**config.mk**
```make
export PLATFORM = sky130hd
export DESIGN_NAME = uart_tx_buf
export DESIGN_NICKNAME = d
export VERILOG_FILES = /design/src/rtl/uart_tx_buf.sv
export SDC_FILE = /design/constraint.sdc
export NUM_CORES = 1
export LEC_CHECK = 0
export BUFFER_PORTS_ARGS = -buffer_cell sky130_fd_sc_hd__buf_2
export CORE_ASPECT_RATIO = 1.4
export CORE_MARGIN = 2
export CORE_UTILIZATION = 50
export DETAILED_ROUTE_END_ITERATION = 8
export GPL_TIMING_DRIVEN = 0
export PLACE_DENSITY = 0.75
export SYNTH_ARGS = -nofsm -noshare
export SYNTH_HDL_FRONTEND = slang
export SYNTH_SLANG_ARGS = --single-unit
```
**constraint.sdc**
```tcl
create_clock -name clk -period 6.1 [get_ports clk]
set_input_delay 1.22 -clock clk [delete_from_list [all_inputs] [get_ports clk]]
set_output_delay 1.22 -clock clk [all_outputs]
set_load 0.1 [all_outputs]
```
**src/rtl/uart_tx_buf.sv**
```systemverilog
// Buffered 8N1 UART transmitter: DEPTH-entry byte FIFO feeding a serializer, DIV clocks per bit.
// Latency: a write into an empty idle buffer drives the start bit one edge later; writes while full drop unless that edge pops.
module uart_tx_buf #(
    parameter int DEPTH = 16,
    parameter int DIV0  = 5208,
    parameter int DIV1  = 2604,
    parameter int DIV2  = 868,
    parameter int DIV3  = 434
) (
    input  logic                     clk,
    input  logic                     rst,
    input  logic [1:0]               baud_setting,
    input  logic [7:0]               tx_data,
    input  logic                     tx_req,
    output logic                     tx,
    output logic                     tx_busy,
    output logic                     tx_done,
    output logic                     tx_full,
    output logic                     tx_empty,
    output logic [$clog2(DEPTH):0]   tx_count,
    output logic                     tx_overflow
);

    localparam int AW = $clog2(DEPTH);

    typedef enum logic [1:0] {IDLE, START, DATA, STOP} state_t;

    logic [7:0]    mem [DEPTH];
    logic [AW-1:0] wr_ptr, rd_ptr;
    logic [AW:0]   count_nxt;
    logic          push, pop;

    state_t        state, state_nxt;
    logic [15:0]   cnt, cnt_nxt;
    logic [15:0]   div_q, div_nxt, div_sel;
    logic [2:0]    bit_idx, bit_idx_nxt;
    logic [7:0]    shift, shift_nxt;
    logic          tx_nxt, done_nxt, bit_end;

    always_comb begin
        div_sel = 16'(DIV3);
        case (baud_setting)
            2'd0:    div_sel = 16'(DIV0);
            2'd1:    div_sel = 16'(DIV1);
            2'd2:    div_sel = 16'(DIV2);
            default: div_sel = 16'(DIV3);
        endcase
    end

    assign bit_end = (cnt == div_q - 16'd1);

    always_comb begin
        state_nxt   = state;
        cnt_nxt     = cnt + 16'd1;
        bit_idx_nxt = bit_idx;
        shift_nxt   = shift;
        div_nxt     = div_q;
        pop         = 1'b0;
        done_nxt    = 1'b0;
        case (state)
            IDLE: begin
                cnt_nxt = '0;
                if (!tx_empty) begin
                    pop       = 1'b1;
                    state_nxt = START;
                    shift_nxt = mem[rd_ptr];
                    div_nxt   = div_sel;
                end
            end
            START: begin
                if (bit_end) begin
                    cnt_nxt     = '0;
                    bit_idx_nxt = '0;
                    state_nxt   = DATA;
                end
            end
            DATA: begin
                if (bit_end) begin
                    cnt_nxt     = '0;
                    shift_nxt   = {1'b0, shift[7:1]};
                    bit_idx_nxt = bit_idx + 3'd1;
                    if (bit_idx == 3'd7)
                        state_nxt = STOP;
                end
            end
            STOP: begin
                if (bit_end) begin
                    cnt_nxt  = '0;
                    done_nxt = 1'b1;
                    // Chain straight into the next start bit so queued bytes leave with no idle gap.
                    if (!tx_empty) begin
                        pop       = 1'b1;
                        state_nxt = START;
                        shift_nxt = mem[rd_ptr];
                        div_nxt   = div_sel;
                    end else begin
                        state_nxt = IDLE;
                    end
                end
            end
            default: state_nxt = IDLE;
        endcase
    end

    always_comb begin
        tx_nxt = 1'b1;
        case (state_nxt)
            START:   tx_nxt = 1'b0;
            DATA:    tx_nxt = shift_nxt[0];
            default: tx_nxt = 1'b1;
        endcase
    end

    // A full FIFO still takes a write on an edge that pops, since a slot frees up at that edge.
    assign push      = tx_req && (!tx_full || pop);
    assign count_nxt = tx_count + {{AW{1'b0}}, push} - {{AW{1'b0}}, pop};
    assign tx_busy   = (state != IDLE);

    always_ff @(posedge clk or negedge rst) begin
        if (!rst) begin
            state       <= IDLE;
            cnt         <= '0;
            div_q       <= 16'(DIV3);
            bit_idx     <= '0;
            shift       <= '0;
            tx          <= 1'b1;
            tx_done     <= 1'b0;
            tx_overflow <= 1'b0;
            wr_ptr      <= '0;
            rd_ptr      <= '0;
            tx_count    <= '0;
            tx_full     <= 1'b0;
            tx_empty    <= 1'b1;
        end else begin
            state       <= state_nxt;
            cnt         <= cnt_nxt;
            div_q       <= div_nxt;
            bit_idx     <= bit_idx_nxt;
            shift       <= shift_nxt;
            tx          <= tx_nxt;
            tx_done     <= done_nxt;
            tx_overflow <= tx_req && tx_full && !pop;
            if (push)
                wr_ptr <= wr_ptr + 1'b1;
            if (pop)
                rd_ptr <= rd_ptr + 1'b1;
            tx_count    <= count_nxt;
            tx_full     <= (count_nxt == (AW+1)'(DEPTH));
            tx_empty    <= (count_nxt == '0);
        end
    end

    always_ff @(posedge clk) begin
        if (push)
            mem[wr_ptr] <= tx_data;
    end

endmodule

```
==> metrics.md, run 1 <==
| Metric | Value |
|---|---|
| Status | `finished, final reports clean` |
| Die X | `113 um` |
| Initial drt markers | `443` |
| Synthesized area | `approximately 8400 um^2` |
| CP Cell Sequence | `buf_4 > or4_4 > nor4_1 > mux2i_1 > a2bb2oi_1 > nand4_4 > o21a_4 > o22ai_4 > inv_1 > ha_1 > inv_1 > ha_1 > inv_1 > fa_1 > inv_1 > or4_1 > nor2b_1` |
| Max incr delay on CP | `around 0.59 ns` |
| Largest family of logic cells by synthesized area | `multiplexers` |
| Hold Vio Cnt, Final | `0` |
| VDD IR max | `between 0.0002 and 0.0003 V` |
| CP startpoint kind | `flip-flop` |
| Vias in the first global route | `between 5k and 6k` |
| Final worst path period need | `about 5.0 ns` |
| Net count, final | `roughly 640` |
| Seq/Total Area, Yosys | `0.627` |
| Antenna violations before repair | `0` |
| R2R cell count | `17` |
| Die ar. | `about 18000 um^2` |
| Post-synthesis cell type count | `between 60 and 70` |
| Final clock skew | `0.0134 ns` |
| Clock transition at path regs | `0.07 ns` |
| Setup Buffers After CTS | `0` |
| IO buf count | `23` |
| Seq pwr share | `0.376` |
| Vias per cell | `roughly 5.8` |
| 1st-pass router iterations | `4` |
| PD cells | `approximately 490 nW/um^2` |
| CTS HTree Levels | `4` |
| Root Driver | `clkbuf_16` |
| Routed WL | `roughly 17 mm` |
| Util after Layout | `0.566` |
| Most common cell in the netlist | `edfxtp_1` |
| Worst Hold Class | `flip-flop to flip-flop` |
| CTS tree | `done` |
| Hold Startpoint | `shift[1]` |
| # diodes | `0` |
| DR WL/cell | `20.6 um` |
| Fin crit share | `0.821` |
| Buf/Inv on CP | `5` |
| EDFF count, synth | `approximately 130` |
| Syn Inst Count | `roughly 550` |
| Antenna viol nets, final | `0` |
| CP arrival | `~5.4 ns` |
| WP data required | `roughly 6.5 ns` |
| Post-Synth XOR/XNOR Area | `0.0356` |
| Synth Flop Type | `edfxtp_1` |
| Slew HR | `0.258` |
| Reg2reg end | `tx_full` |
| Leakage power | `about 0.0035 uW` |
| Adder and majority gate portion of the synthesized area | `0.0397` |
| Fill count | `1253` |
| Rows | `56` |
| Crit. End Element | `flip-flop` |
| Int Pwr | `about 2800 uW` |
| Simple-Gate Fraction of Synth Area | `0.104` |
| Top routing layer used | `met4` |
| Net switching power | `1730 uW` |
| FF+latch count, synth | `184` |
| Hold_buf cts | `0` |
| Final Setup Violations | `0` |
| Num CTS Buffers | `17` |
| Placed wire-length estimate | `about 12 mm` |
| Pin count of the biggest net entering global routing | `57` |
| Combinational power share | `0.389` |
| GR Util All Layers | `0.205` |
| WHS Path Cells | `2` |
| Compound-Gate Fraction of Synth Area | `0.0460` |
| Initial core utilization | `0.504` |
| Core Box Area | `between 15000 and 20000 um^2` |
| Hold Crit Endpoint | `shift[1]` |
| Share of Yosys cell area claimed by the top area cell type | `0.459` |
| Critical path class | `flip-flop to flip-flop` |
| Most frequent cells after synthesis | `edfxtp_1, dfrtp_1, nor2_1` |
| CTS max path bufs | `2` |
| WL met1 | `~6.2 mm` |
| RSZ-0062 raised after global routing | `no` |
| Post-synth net total | `just under 600` |
| Top Family by Delay on Critical Path | `simple AND/OR/NAND/NOR gates` |
| CTS resizes | `0` |
| Worst Tran Pin Value | `approximately 1.1 ns` |
| Setup slack, reg-to-reg | `1.09 ns` |
| IO Count | `24` |
| Cell mode on critical path | `inv_1` |
| Startpoint of the worst register-to-register path | `div_q[3]` |
| Clk_lat worst skew | `between 0.4 and 0.5 ns` |
| FMAX | `0.200 GHz` |
| DRC | `0` |
| Area Overhead vs Synth | `12.1%` |
| Post-synthesis mux area share | `0.124` |
| Fin. max-slew vios | `0` |
| CP max-delay cell | `or4_4` |
| Met3 wire len | `approximately 740 um` |
| Switching share of power | `0.380` |
| Ys Warns | `0` |
| GRT Residual Overflow | `0` |
| Synth top area cells | `edfxtp_1, dfrtp_1, mux4_2` |
| Fin Setup TNS | `0 ns` |
| Synth area leader | `edfxtp_1` |
| Routed wl met2 | `roughly 9.4 mm` |
| Chip Height | `approximately 160 um` |
| Clock power share | `0.236` |
| Mean Syn Cell Area | `around 15 um^2` |
| Clock sinks | `around 180` |
| Max-Cap Viols | `0` |
| Synth async-reset ratio | `0.304` |
| Share of cells above drive strength 1 | `0.239` |
| First-pass GRT wire length | `27.0 mm` |
| Worst Path Max Fanout | `10` |
| Gpl congestion | `0.845` |
| Vias | `~4.7k` |
## per-layer routing
metal	vias to the layer above	GRT usage
met5	-	0
met4	0	0.0981
met3	32	0.0381
met2	133	0.378
met1	2384	0.227
li1	2159	-
## power groups by stage
stage | Sequential, uW | Combinational [uW] | Clock [uW]
after floorplan | 1850 | 1220 | 0
after global placement | 1720 | 1700 | 0
after detailed placement | 1740 | 1780 | 0
after CTS | 1710 | 1790 | 1100
after global routing | 1740 | 1920 | 1140
final | 1710 | 1770 | 1070
## layout by cell type (no fill, tap or decap), types with 7 or more instances in the layout
| master | count |
|---|---|
| buf_2 | 25 |
| clkbuf_16 | 17 |
| dfrtp_1 | 50 |
| edfxtp_1 | 128 |
| ha_1 | 25 |
| inv_1 | 27 |
| mux2_2 | 7 |
| mux4_2 | 40 |
| nand2_1 | 43 |
| nand3_1 | 11 |
| nor2_1 | 47 |
| nor3_2 | 7 |
| o21ai_0 | 11 |
| xnor2_1 | 19 |
| xor2_1 | 15 |
## kinds of logic after synthesis
kind of cell	after synthesis
AOI/OAI and AO/OA	49
xor gates and xnor gates	34
adders and majority gates	26
buffers and inverters	46
DFF	184
muxes	52
and+or+nand+nor	162
## stage by stage
stage | worst slack (ns) | total power, uW | instances | hold WS, ns | area (um^2)
3_5_place_dp | 1.12 | 3510 | 781 | 0.462 | 8800
6_report | 1.09 | 4560 | 813 | 0.471 | 9390
4_1_cts | 1.08 | 4600 | 813 | 0.478 | 9390
2_1_floorplan | 1.76 | 3070 | 553 | 0.431 | 8380
5_1_grt | 0.901 | 4800 | 813 | 0.510 | 9390
3_3_place_gp | 0.939 | 3420 | 779 | 0.452 | 8740
## worst register-to-register path: stages (launching register included)
cell       delay, ns
dfrtp_1         0.36
buf_4           0.16
or4_4           0.59
nor4_1          0.53
mux2i_1         0.32
a2bb2oi_1       0.33
nand4_4         0.24
o21a_4          0.30
o22ai_4         0.25
inv_1           0.08
ha_1            0.29
inv_1           0.05
ha_1            0.16
inv_1           0.06
fa_1            0.48
inv_1           0.05
or4_1           0.54
nor2b_1         0.13
## layout make-up
| type | count | area, um^2 | share of cell area |
|---|---|---|---|
| clock buffer | 17 | 425 | 0.0453 |
| inverter | 27 | 101 | 0.0108 |
| clock inverter | 15 | 165 | 0.0176 |
| timing repair buffer | 25 | 136 | 0.0145 |
| tap | 203 | 254 | 0.0270 |
| buffer | 19 | 97.6 | 0.0104 |
| multi-input combinational | 323 | 2960 | 0.315 |
| sequential | 184 | 5250 | 0.559 |
## registers in the layout, indices dropped and copies added, names as in the netlist
| register | flops |
|---|---|
| mem | 128 |
| cnt | 16 |
| div_q | 9 |
| shift | 8 |
| tx_count | 5 |
| rd_ptr | 4 |
| wr_ptr | 4 |
| bit_idx | 3 |
| state | 2 |
| tx | 1 |
| tx_done | 1 |
| tx_empty | 1 |
| tx_full | 1 |
| tx_overflow | 1 |
## how the worst max path moves through the flow
stage	depth (start not counted)	to	from	slack (ns)
2_1_floorplan	17	tx_full	div_q[3]	1.76
3_3_place_gp	9	mem[3][1]	div_q[3]	0.94
3_5_place_dp	17	tx_full	div_q[3]	1.12
4_1_cts	17	tx_full	div_q[3]	1.08
5_1_grt	17	tx_full	div_q[3]	0.90
6_report	17	tx_full	div_q[3]	1.09
Power figures use the tool's default switching activity.
==> inputs of run 2 (changes only) <==
clock period = 5 ns   (was 6.1 ns; I/O delays follow)
==> run 2 against run 1 <==
Final area grew 0.13%. Global-route usage barely moved. Critical path depth did not move. Fmax grew 6.5%. Die area is the same. Via count shrank 0.19%.
==> metrics.md, run 2 (same netlist as run 1, synthesis figures left out) <==
| Metric | Value |
|---|---|
| Initial core utilization | `0.504` |
| Final clock skew | `0.0103 ns` |
| Clock transition at path regs | `around 0.070 ns` |
| CTS HTree Levels | `4` |
| Fin Setup TNS | `0 ns` |
| Fin crit share | `0.940` |
| First-pass GRT wire length | `between 20 and 30 mm` |
| Max incr delay on CP | `0.59 ns` |
| Antenna violations before repair | `0` |
| Clock sinks | `184` |
| Die X | `around 110 um` |
| Fin. max-slew vios | `0` |
| GR Util All Layers | `0.205` |
| Leakage power | `roughly 0.0035 uW` |
| CTS max path bufs | `2` |
| IO buf count | `23` |
| GRT Residual Overflow | `0` |
| DR WL/cell | `20.7 um` |
| Setup crit start | `div_q[3]` |
| Max reg flops | `~130` |
| Commonest non-fill, non-tap cell in the layout | `edfxtp_1` |
| Final Cell Area | `9410 um^2` |
| Worst Tran Pin Value | `roughly 1.1 ns` |
| Antenna viol nets, final | `0` |
| Hold Startpoint | `shift[1]` |
| Pin count of the biggest net entering global routing | `57` |
| Status | `finished, final reports clean` |
| Crit. End Element | `flip-flop` |
| IO Count | `24` |
| Fill count | `between 1k and 1.5k` |
| Hold Vio Cnt, Final | `0` |
| Worst Path Max Fanout | `10` |
| CTS tree | `done` |
| CP arrival | `between 5 and 6 ns` |
| Worst Hold Class | `flip-flop to flip-flop` |
| Biggest regs | `mem x128, cnt x16, div_q x9` |
| Share of cells above drive strength 1 | `0.243` |
| Post-DP Area | `around 8800 um^2` |
| Rows | `between 50 and 60` |
| CTS resizes | `1` |
| Vias | `~4.7k` |
| Vias per cell | `between 5 and 6` |
| Routed WL | `between 15 and 20 mm` |
| Gpl congestion | `about 0.84` |
| Num CTS Buffers | `17` |
| R2R cell count | `17` |
| CP Cell Sequence | `buf_4 > or4_4 > nor4_2 > mux2i_1 > a2bb2oi_2 > nand4_4 > o21a_4 > o22ai_4 > inv_1 > ha_1 > inv_1 > ha_1 > inv_1 > fa_1 > inv_1 > or4_1 > nor2b_1` |
| Clk_lat worst skew | `between 0.4 and 0.5 ns` |
| Vias in the first global route | `around 5k` |
| Core Box Area | `around 17000 um^2` |
| Chip Height | `between 150 and 200 um` |
| Startpoint of the worst register-to-register path | `div_q[3]` |
| PD cells | `a little under 600 nW/um^2` |
| VDD IR max | `~0.00036 V` |
| # diodes | `0` |
| 1st-pass router iterations | `4` |
| Setup slack, reg-to-reg | `0.30 ns` |
| RSZ-0062 raised after global routing | `no` |
| Critical path class | `flip-flop to flip-flop` |
| Initial drt markers | `a little under 500` |
| Area Overhead vs Synth | `12.3%` |
| Hold_buf cts | `0` |
| CP startpoint kind | `flip-flop` |
| Reg2reg end | `tx_full` |
| Register with the most flip-flops | `mem` |
| Root Driver | `clkbuf_16` |
| Placed wire-length estimate | `roughly 12 mm` |
| WP data required | `~5.4 ns` |
| Final Setup Violations | `0` |
| Commonest cells after routing, fill and taps aside | `edfxtp_1, dfrtp_1, nor2_1` |
| FMAX | `between 0.2 and 0.25 GHz` |
| Net count, final | `636` |
| Slew HR | `0.259` |
| Setup Buffers After CTS | `0` |
| Hold Crit Endpoint | `shift[1]` |
| DRC | `0` |
| WHS Path Cells | `2` |
| Max-Cap Viols | `0` |
| CP max-delay cell | `or4_4` |
| Final worst path period need | `4.70 ns` |
| Die ar. | `17800 um^2` |
| Cell mode on critical path | `inv_1` |
==> run 2: changes by cell type in the layout (fill, tap and decap cells not counted) <==
cell       change
nor4_2         +1
nor4_1         -1
a2bb2oi_2      +1
a2bb2oi_1      -1
==> run 2: stage by stage <==
stage               setup slack, ns  instances   util  power (uW)  hold slack (ns)
floorplan                     0.656        553      -        3750            0.431
global placement             -0.161        779  0.527        4180            0.452
detailed placement           0.0160        781  0.530        4290            0.462
CTS                           0.135        813  0.566        5610            0.478
global route                 0.0404        813  0.566        5870            0.510
finish                        0.299        813  0.566        5570            0.472
==> run 2: metal layers <==
layer  vias up  global-route usage  routed length (um)
met4         0              0.0970                 596
met2       118               0.380                9380
li1       2160                   -                   -
met1      2381               0.227                6230
met3        40              0.0381                 657
met5         -                   0                   0
==> run 2: worst max path at each step <==
stage | depth (start not counted) | slack (ns) | to
2_1_floorplan | 17 | 0.66 | tx_full
3_3_place_gp | 9 | -0.16 | mem[3][1]
3_5_place_dp | 17 | 0.02 | tx_full
4_1_cts | 17 | 0.14 | tx_full
5_1_grt | 19 | 0.04 | tx_full
6_report | 17 | 0.30 | tx_full
==> run 2: power by group <==
group | leakage, uW | switching [uW] | internal [uW]
Sequential | 0.00187 | 172 | 1920
Clock | 0.000293 | 642 | 675
Combinational | 0.00134 | 1310 | 857
==> run 2: area by class of cell <==
type                            instances  area (um^2)  area share
Multi-Input combinational cell        323         2970       0.316
Clock buffer                           17          425      0.0452
Tap cell                              203          254      0.0270
Clock inverter                         15          165      0.0176
Inverter                               27          101      0.0108
Sequential cell                       184         5250       0.558
Buffer                                 19         97.6      0.0104
Timing Repair Buffer                   25          136      0.0145
==> run 2: worst max-delay path: cells and delay by family (launching register included) <==
kind	cells	cell delay (ns)
buf+inv	5	0.40
compound gates	3	0.78
fa+ha+maj	3	0.93
mux	1	0.33
simple gates	5	1.81
flops	1	0.36
